<file path="config.mk">
export PLATFORM = sky130hd
export DESIGN_NAME = rip_fifo_unpack
export DESIGN_NICKNAME = d
export VERILOG_FILES = /design/src/rtl/rip_fifo_unpack.sv
export SDC_FILE = /design/constraint.sdc
export NUM_CORES = 1
export LEC_CHECK = 0
export CORE_ASPECT_RATIO = 2
export CORE_MARGIN = 4
export CORE_UTILIZATION = 32
export CTS_CLUSTER_SIZE = 10
export DETAILED_ROUTE_END_ITERATION = 6
export PLACE_DENSITY = 0.58
export SYNTH_ARGS = -nofsm -noshare
export SYNTH_HDL_FRONTEND = slang
export SYNTH_SLANG_ARGS = --single-unit
</file>
<file path="constraint.sdc">
create_clock -name clk -period 1.7 [get_ports clk]
set_input_delay 0.34 -clock clk [delete_from_list [all_inputs] [get_ports clk]]
set_output_delay 0.34 -clock clk [all_outputs]
set_load 0.03 [all_outputs]
</file>
<file path="src/rtl/rip_fifo_unpack.sv">
// rip_fifo_unpack: splits show-ahead FIFO words into OUT_WIDTH beats on a valid/ready stream.
// Define RIP_FIFO_UNPACK_MSB_FIRST_EN to emit beats most-significant slice first.
module rip_fifo_unpack #(
    parameter int IN_WIDTH  = 128,
    parameter int OUT_WIDTH = 32
) (
    input  logic                 clk,
    input  logic                 rst,
    input  logic                 fifo_empty,
    input  logic [IN_WIDTH-1:0]  fifo_data,
    output logic                 fifo_rd_en,
    output logic                 m_valid,
    input  logic                 m_ready,
    output logic [OUT_WIDTH-1:0] m_data,
    output logic                 m_last
);
    localparam int RATIO = IN_WIDTH / OUT_WIDTH;
    localparam int BW    = (RATIO > 1) ? $clog2(RATIO) : 1;
    localparam logic [BW-1:0] LAST_BEAT = BW'(RATIO - 1);

    localparam logic [0:0] EMPTY = 1'b0;
    localparam logic [0:0] SEND  = 1'b1;

    logic [0:0]          state;
    logic [IN_WIDTH-1:0] word;
    logic [BW-1:0]       beat;
    logic [BW-1:0]       slice_idx;
    logic                transfer;

    assign m_valid  = (state == SEND);
    assign m_last   = m_valid && (beat == LAST_BEAT);
    assign transfer = m_valid && m_ready;

    // Pop when idle, or on the final beat so the next word follows without a bubble.
    assign fifo_rd_en = !rst && !fifo_empty && ((state == EMPTY) || (transfer && m_last));

`ifdef RIP_FIFO_UNPACK_MSB_FIRST_EN
    assign slice_idx = LAST_BEAT - beat;
`else
    assign slice_idx = beat;
`endif

    always_comb begin
        m_data = '0;
        if (m_valid) begin
            m_data = word[int'(slice_idx) * OUT_WIDTH +: OUT_WIDTH];
        end
    end

    always_ff @(posedge clk) begin
        if (rst) begin
            state <= EMPTY;
            beat  <= '0;
            word  <= '0;
        end else if (fifo_rd_en) begin
            state <= SEND;
            beat  <= '0;
            word  <= fifo_data;
        end else if (transfer) begin
            if (m_last) begin
                state <= EMPTY;
            end else begin
                beat <= beat + BW'(1);
            end
        end
    end
endmodule

</file>
==> run summary, run 1 <==
Main synth FF type - dfxtp_1
CTS HTree Levels - 4
asr flop ratio synth - 0%
final worst slack - -509 ps
Unique masters post-synth - 18
Hold Buf Count CTS - 0
PwrDens - 968 nW/um^2
CP Max Fanout - 6
post-route DRC violation count - 0
Tot Pwr - 8.48 mW
routed length per placed instance - 23.3 microns
DIE AREA - 18,200 sq um
most frequent cell after synthesis - dfxtp_1
global route overflow - 0
placed cell area - 7030 sq um
violated checks - negative setup slack
final period utilization - 130%
critical path class - flip-flop to output pin
Clock Sinks - 131
Place WS - -463 ps
Post-synth top cells - dfxtp_1, a22o_1, and2_1, mux4_2, buf_6
Lkg Pwr - 3.53 nW
Top Ports - 167
RD Place Congestion - 0.785
total track usage - 20.9%
final net count - 732
peak supply drop - 633 uV
TritonCTS clock tree - yes
top post-synthesis cells by area - dfxtp_1, a22o_1, mux4_2, buf_6, and2_1
dpl hpwl - 10,800 microns
final count of pins violating max slew - 0
Clk Latency, worst-skew pair - 410 ps
worst-margin pin slew - 299 ps
row cnt - 65
post-route cell area - 8760 sq um
via count - 4,286
filler cell count - 1,305
final core utilization - 55.5%
hold_ws - 470 ps
Max-slew headroom - 79.5%
first-pass GRT wire length - 28,500 microns
Logic pwr share - 16.4%
Die X - 97.4 microns
share of layout cells above drive strength 1 - 35.7%
syn nets - 507
hold crit path type - flip-flop to flip-flop
Power Internal - 6.49 mW
initial core utilization - 32.4%
drt first-iter violations - 154
register bit total from synthesis - 131
DR vias/cell - 5.25
Layout Skew - 10.3 ps
Fmax - 453 MHz
min Tclk post-route - 2210 ps
1st-pass router iterations - 4
Syn-to-layout area delta - 71.3%
sequential power share - 39.7%
setup TNS - -56,470 ps
Die H - 187 microns
synthesized area - 5110 sq um
number of max-cap violations - 0
final hold violation count - 0
post-synthesis cell count - 374
CTS max path bufs - 2
sequential area share after synthesis - 51.3%
Worst EP arrival - 1870 ps
Post-Layout Cell Count - 816
final setup violation count - 164
sw frac - 23.5%
Core Area - 15,800 sq um
TritonCTS buffer count - 17
root buffer cell - clkbuf_16
final wirelength - 19,000 microns
RSZ-0062 raised after global routing - true
pin count of the biggest net entering global routing - 31
syn avg cell area - 13.7 sq um
remaining antenna violation count - 0
Worst Setup Start Kind - flip-flop
antenna violations before repair - 4
PortBufs - 166
YS warnings - 0
Synth top area share - 51.3%
worst endpoint required time - 1360 ps
clock share of power - 43.9%
EDFF count, synth - 0
post-synth top area cell - dfxtp_1
vias in the first global route - 4,899
crit end category - output pin
DP Cell Count - 730
status - finished, violations left
switching pwr - 1.99 mW
Clock transition at path regs - 60 ps
[flip-flops by register name, summed over array words and instances (netlist names)]
signal,count
word,128
m_valid,1
beat,2
[path summary, 6_finish.rpt]
| kind | start | end | slack, ps | depth (start not counted) |
|---|---|---|---|---|
| setup / recovery | beat[0] | m_data[19] | -510 | 5 |
| hold / removal | word[106] | word[106] | 470 | 1 |
| setup reg to reg | beat[0] | word[10] | -440 | 12 |
| hold reg to reg | word[106] | word[106] | 470 | 1 |
[kinds of logic after synthesis]
| kind of cell | after synthesis | share of synthesized area, % |
|---|---|---|
| buffers and inverters | 40 | 6.83 |
| DFF | 131 | 51.3 |
| muxes | 33 | 14.3 |
| xor gates and xnor gates | 1 | 0.171 |
| adders and majority gates | 1 | 0.245 |
| and+or+nand+nor | 37 | 4.80 |
| AOI/OAI and AO/OA | 131 | 22.4 |
[layout make-up]
cell class	instances	area, sq um	area share (%)
Inverter	1	3.75	0.0429
Tap cell	201	251	2.87
Multi-Input combinational cell	203	2260	25.8
Clock buffer	18	439	5.01
Sequential cell	131	2630	30.0
Timing Repair Buffer	245	3010	34.3
Clock inverter	13	158	1.80
Antenna cell	4	10.0	0.114
[layout by cell type, fill, tap and decap left out, types with 2 or more instances in the layout]
master,Yosys,routed
clkdlybuf4s50_1,0,131
a22o_1,128,128
dfxtp_1,131,128
buf_6,24,48
and2_4,0,33
mux4_2,32,32
buf_12,0,20
clkbuf_16,0,19
buf_4,3,16
buf_8,0,15
buf_16,0,13
clkinv_2,0,5
diode_2,0,4
bufinv_16,0,3
dfxtp_4,0,2
clkinv_4,0,2
inv_6,0,2
[what timing repair did]
action,in CTS,in global routing
resized for setup,190,31
gates cloned,25,3
pin swaps,47,51
setup endpoints to repair,164,165
setup buffers,33,12
[critical path: stages (launching register included)]
cell     delay [ps]
dfxtp_4         380
buf_8           140
buf_12          140
mux4_2          500
and2_4          160
buf_6           130
[power by group through the flow]
stage | registers [mW] | logic [mW] | clock network, mW
2_1_floorplan | 3.39 | 0.549 | 0
3_3_place_gp | 3.42 | 0.987 | 0
3_5_place_dp | 3.42 | 1.00 | 0
4_1_cts | 3.36 | 1.45 | 3.79
5_1_grt | 3.38 | 1.46 | 3.91
6_report | 3.37 | 1.39 | 3.72
[layer usage]
metal	global-route usage, %	up-vias	part of all wire, %
met1	20.8	2156	36
met3	4.23	56	3.8
li1	-	1926	-
met5	0	-	0
met4	12.9	0	5.1
met2	38.7	148	56
No activity file was read; power rests on OpenSTA's default activity.
==> inputs of run 2 (changes only) <==
--- a/config.mk
+++ b/config.mk
@@ -7,10 +7,10 @@
 export LEC_CHECK = 0
 export CORE_ASPECT_RATIO = 2
 export CORE_MARGIN = 4
-export CORE_UTILIZATION = 32
+export CORE_UTILIZATION = 35
 export CTS_CLUSTER_SIZE = 10
 export DETAILED_ROUTE_END_ITERATION = 6
-export PLACE_DENSITY = 0.58
+export PLACE_DENSITY = 0.63
 export SYNTH_ARGS = -nofsm -noshare
 export SYNTH_HDL_FRONTEND = slang
 export SYNTH_SLANG_ARGS = --single-unit
==> run summary, run 2 (same netlist as run 1, synthesis figures left out) <==
status - finished, violations left (unchanged)
violated checks - negative setup slack (unchanged)
Clk Latency, worst-skew pair - 410 ps (about the same)
DIE AREA - 16,700 sq um (was 18,200 sq um)
Most common cell on crit path - buf_12
post-route DRC violation count - 0 (unchanged)
Die X - 93.5 microns (was 97.4 microns)
Worst EP arrival - 1870 ps (about the same)
Core Area - 14,400 sq um (was 15,800 sq um)
dpl hpwl - 10,700 microns (was 10,800 microns)
final period utilization - 130% (about the same)
placed cell area - 7000 sq um (was 7030 sq um)
Die H - 179 microns (was 187 microns)
TritonCTS clock tree - yes (unchanged)
final count of pins violating max slew - 0 (unchanged)
total track usage - 19.5% (was 20.9%)
CTS max path bufs - 2 (unchanged)
PwrDens - 993 nW/um^2 (was 968 nW/um^2)
Clock Sinks - 131 (unchanged)
worst-margin pin slew - 381 ps (was 299 ps)
critical path endpoint - m_data[17] (was m_data[19])
Top reg by flops - word (unchanged)
peak supply drop - 593 uV (was 633 uV)
Fmax - 452 MHz (was 453 MHz)
pin count of the biggest net entering global routing - 61 (was 31)
vias in the first global route - 4,525 (was 4,899)
Lkg Pwr - 3.44 nW (was 3.53 nW)
final hold violation count - 0 (unchanged)
drt first-iter violations - 192 (was 154)
max FFs per register - 128 (unchanged)
final net count - 724 (was 732)
Worst Setup Start Kind - flip-flop (unchanged)
Critical Path, Cell by Cell - buf_12 -> buf_12 -> mux4_2 -> and2_4 -> buf_6 (was buf_8 -> buf_12 -> mux4_2 -> and2_4 -> buf_6)
min Tclk post-route - 2210 ps (about the same)
PortBufs - 166 (unchanged)
initial core utilization - 35.6% (was 32.4%)
via count - 4,227 (was 4,286)
worst reg2reg path depth - 10 (was 12)
1st-pass router iterations - 4 (unchanged)
DR vias/cell - 5.29 (was 5.25)
worst endpoint required time - 1360 ps (about the same)
worst r2r src - beat[0] (unchanged)
final worst slack - -513 ps (was -509 ps)
Top Ports - 167 (unchanged)
remaining antenna violation count - 0 (unchanged)
routed length per placed instance - 22.2 microns (was 23.3 microns)
final setup violation count - 164 (unchanged)
root buffer cell - clkbuf_16 (unchanged)
Hold Buf Count CTS - 0 (unchanged)
hold crit path type - flip-flop to flip-flop (unchanged)
commonest non-fill, non-tap cell in the layout - clkdlybuf4s50_1 (unchanged)
Max-slew headroom - 74.6% (was 79.5%)
final wirelength - 17,800 microns (was 19,000 microns)
Critical Path Start - beat[0] (unchanged)
Clock transition at path regs - 60 ps (about the same)
RSZ-0062 raised after global routing - true (unchanged)
crit end category - output pin (unchanged)
RD Place Congestion - 0.824 (was 0.785)
Post-Layout Cell Count - 799 (was 816)
critical path class - flip-flop to output pin (unchanged)
worst reg2reg endpoint - word[119] (was word[10])
number of max-cap violations - 0 (unchanged)
setup TNS - -45,450 ps (was -56,470 ps)
post-route cell area - 8510 sq um (was 8760 sq um)
antenna violations before repair - 3 (was 4)
most frequent cells in the layout - clkdlybuf4s50_1, dfxtp_1, a22o_1 (was clkdlybuf4s50_1, a22o_1, dfxtp_1)
global route overflow - 0 (unchanged)
CTS HTree Levels - 4 (unchanged)
Tot Pwr - 8.45 mW (was 8.48 mW)
CP Max Fanout - 6 (unchanged)
first-pass GRT wire length - 24,400 microns (was 28,500 microns)
share of layout cells above drive strength 1 - 34.3% (was 35.7%)
crit-path max cell delay - 500 ps (about the same)
row cnt - 62 (was 65)
crit path max-delay cell type - mux4_2 (unchanged)
R2R setup slack - -340 ps (was -440 ps)
Layout Skew - 9.39 ps (was 10.3 ps)
Syn-to-layout area delta - 66.3% (was 71.3%)
TritonCTS buffer count - 17 (unchanged)
DP Cell Count - 719 (was 730)
## run 2: cell types whose count changed in the layout (fill, tap and decap cells not counted), sizes merged
cell,previous run,this run
clkinvlp,1,0
inv,3,5
buf,112,99
diode,4,3
clkbuf,20,25
## run 2: critical path: cells and delay by family (launching register included)
kind          cells  cell delay (ps)
buf+inv           3              410
flops             1              390
mux               1              500
simple gates      1              160
## run 2: final cells by class
class / instances / area [sq um]
fill: 1164 / 5850
sequential: 131 / 2630
clock buffer: 18 / 439
inverter: 1 / 3.75
timing repair buffer: 237 / 2770
clock inverter: 14 / 175
multi-input combinational: 203 / 2250
tap: 192 / 240
antenna: 3 / 7.51
## run 2: power by group
group          leakage, nW  total [mW]  internal, mW  switching (mW)
Combinational         2.06        1.29         0.828           0.464
Sequential            1.08        3.37          3.26           0.108
Clock                0.305        3.79          2.37            1.42
## run 2: metrics by stage
stage	hold slack, ps	util [%]	setup WS (ps)
after global routing	476	59.3	-568
after CTS	471	56.9	-577
after detailed placement	452	48.8	-467
after floorplan	409	-	24.4
final	468	59.3	-513
after global placement	451	48.8	-441
## run 2: worst min path at each step
stage / slack (ps) / from / cells past startpoint / endpoint
final: 470 / word[74] / 1 / word[74]
after global routing: 480 / word[20] / 1 / word[20]
after CTS: 470 / word[36] / 1 / word[36]
after detailed placement: 450 / word[80] / 1 / word[80]
after global placement: 450 / word[71] / 1 / word[71]
after floorplan: 410 / rst / 1 / m_valid
## run 2: metal layers
layer | global-route usage [%] | vias up | share of wire (%)
met1 | 19.8 | 2125 | 34
li1 | - | 1911 | -
met5 | 0 | - | 0
met3 | 4.49 | 37 | 5.0
met4 | 11.7 | 0 | 3.8
met2 | 35.4 | 154 | 57
## run 2: what timing repair did
item / 4_1_cts / 5_1_grt
gates cloned: 10 / 9
pin swaps: 22 / 52
gates resized for setup: 151 / 36
setup buffers: 12 / 20
setup endpoints to repair: 165 / 165
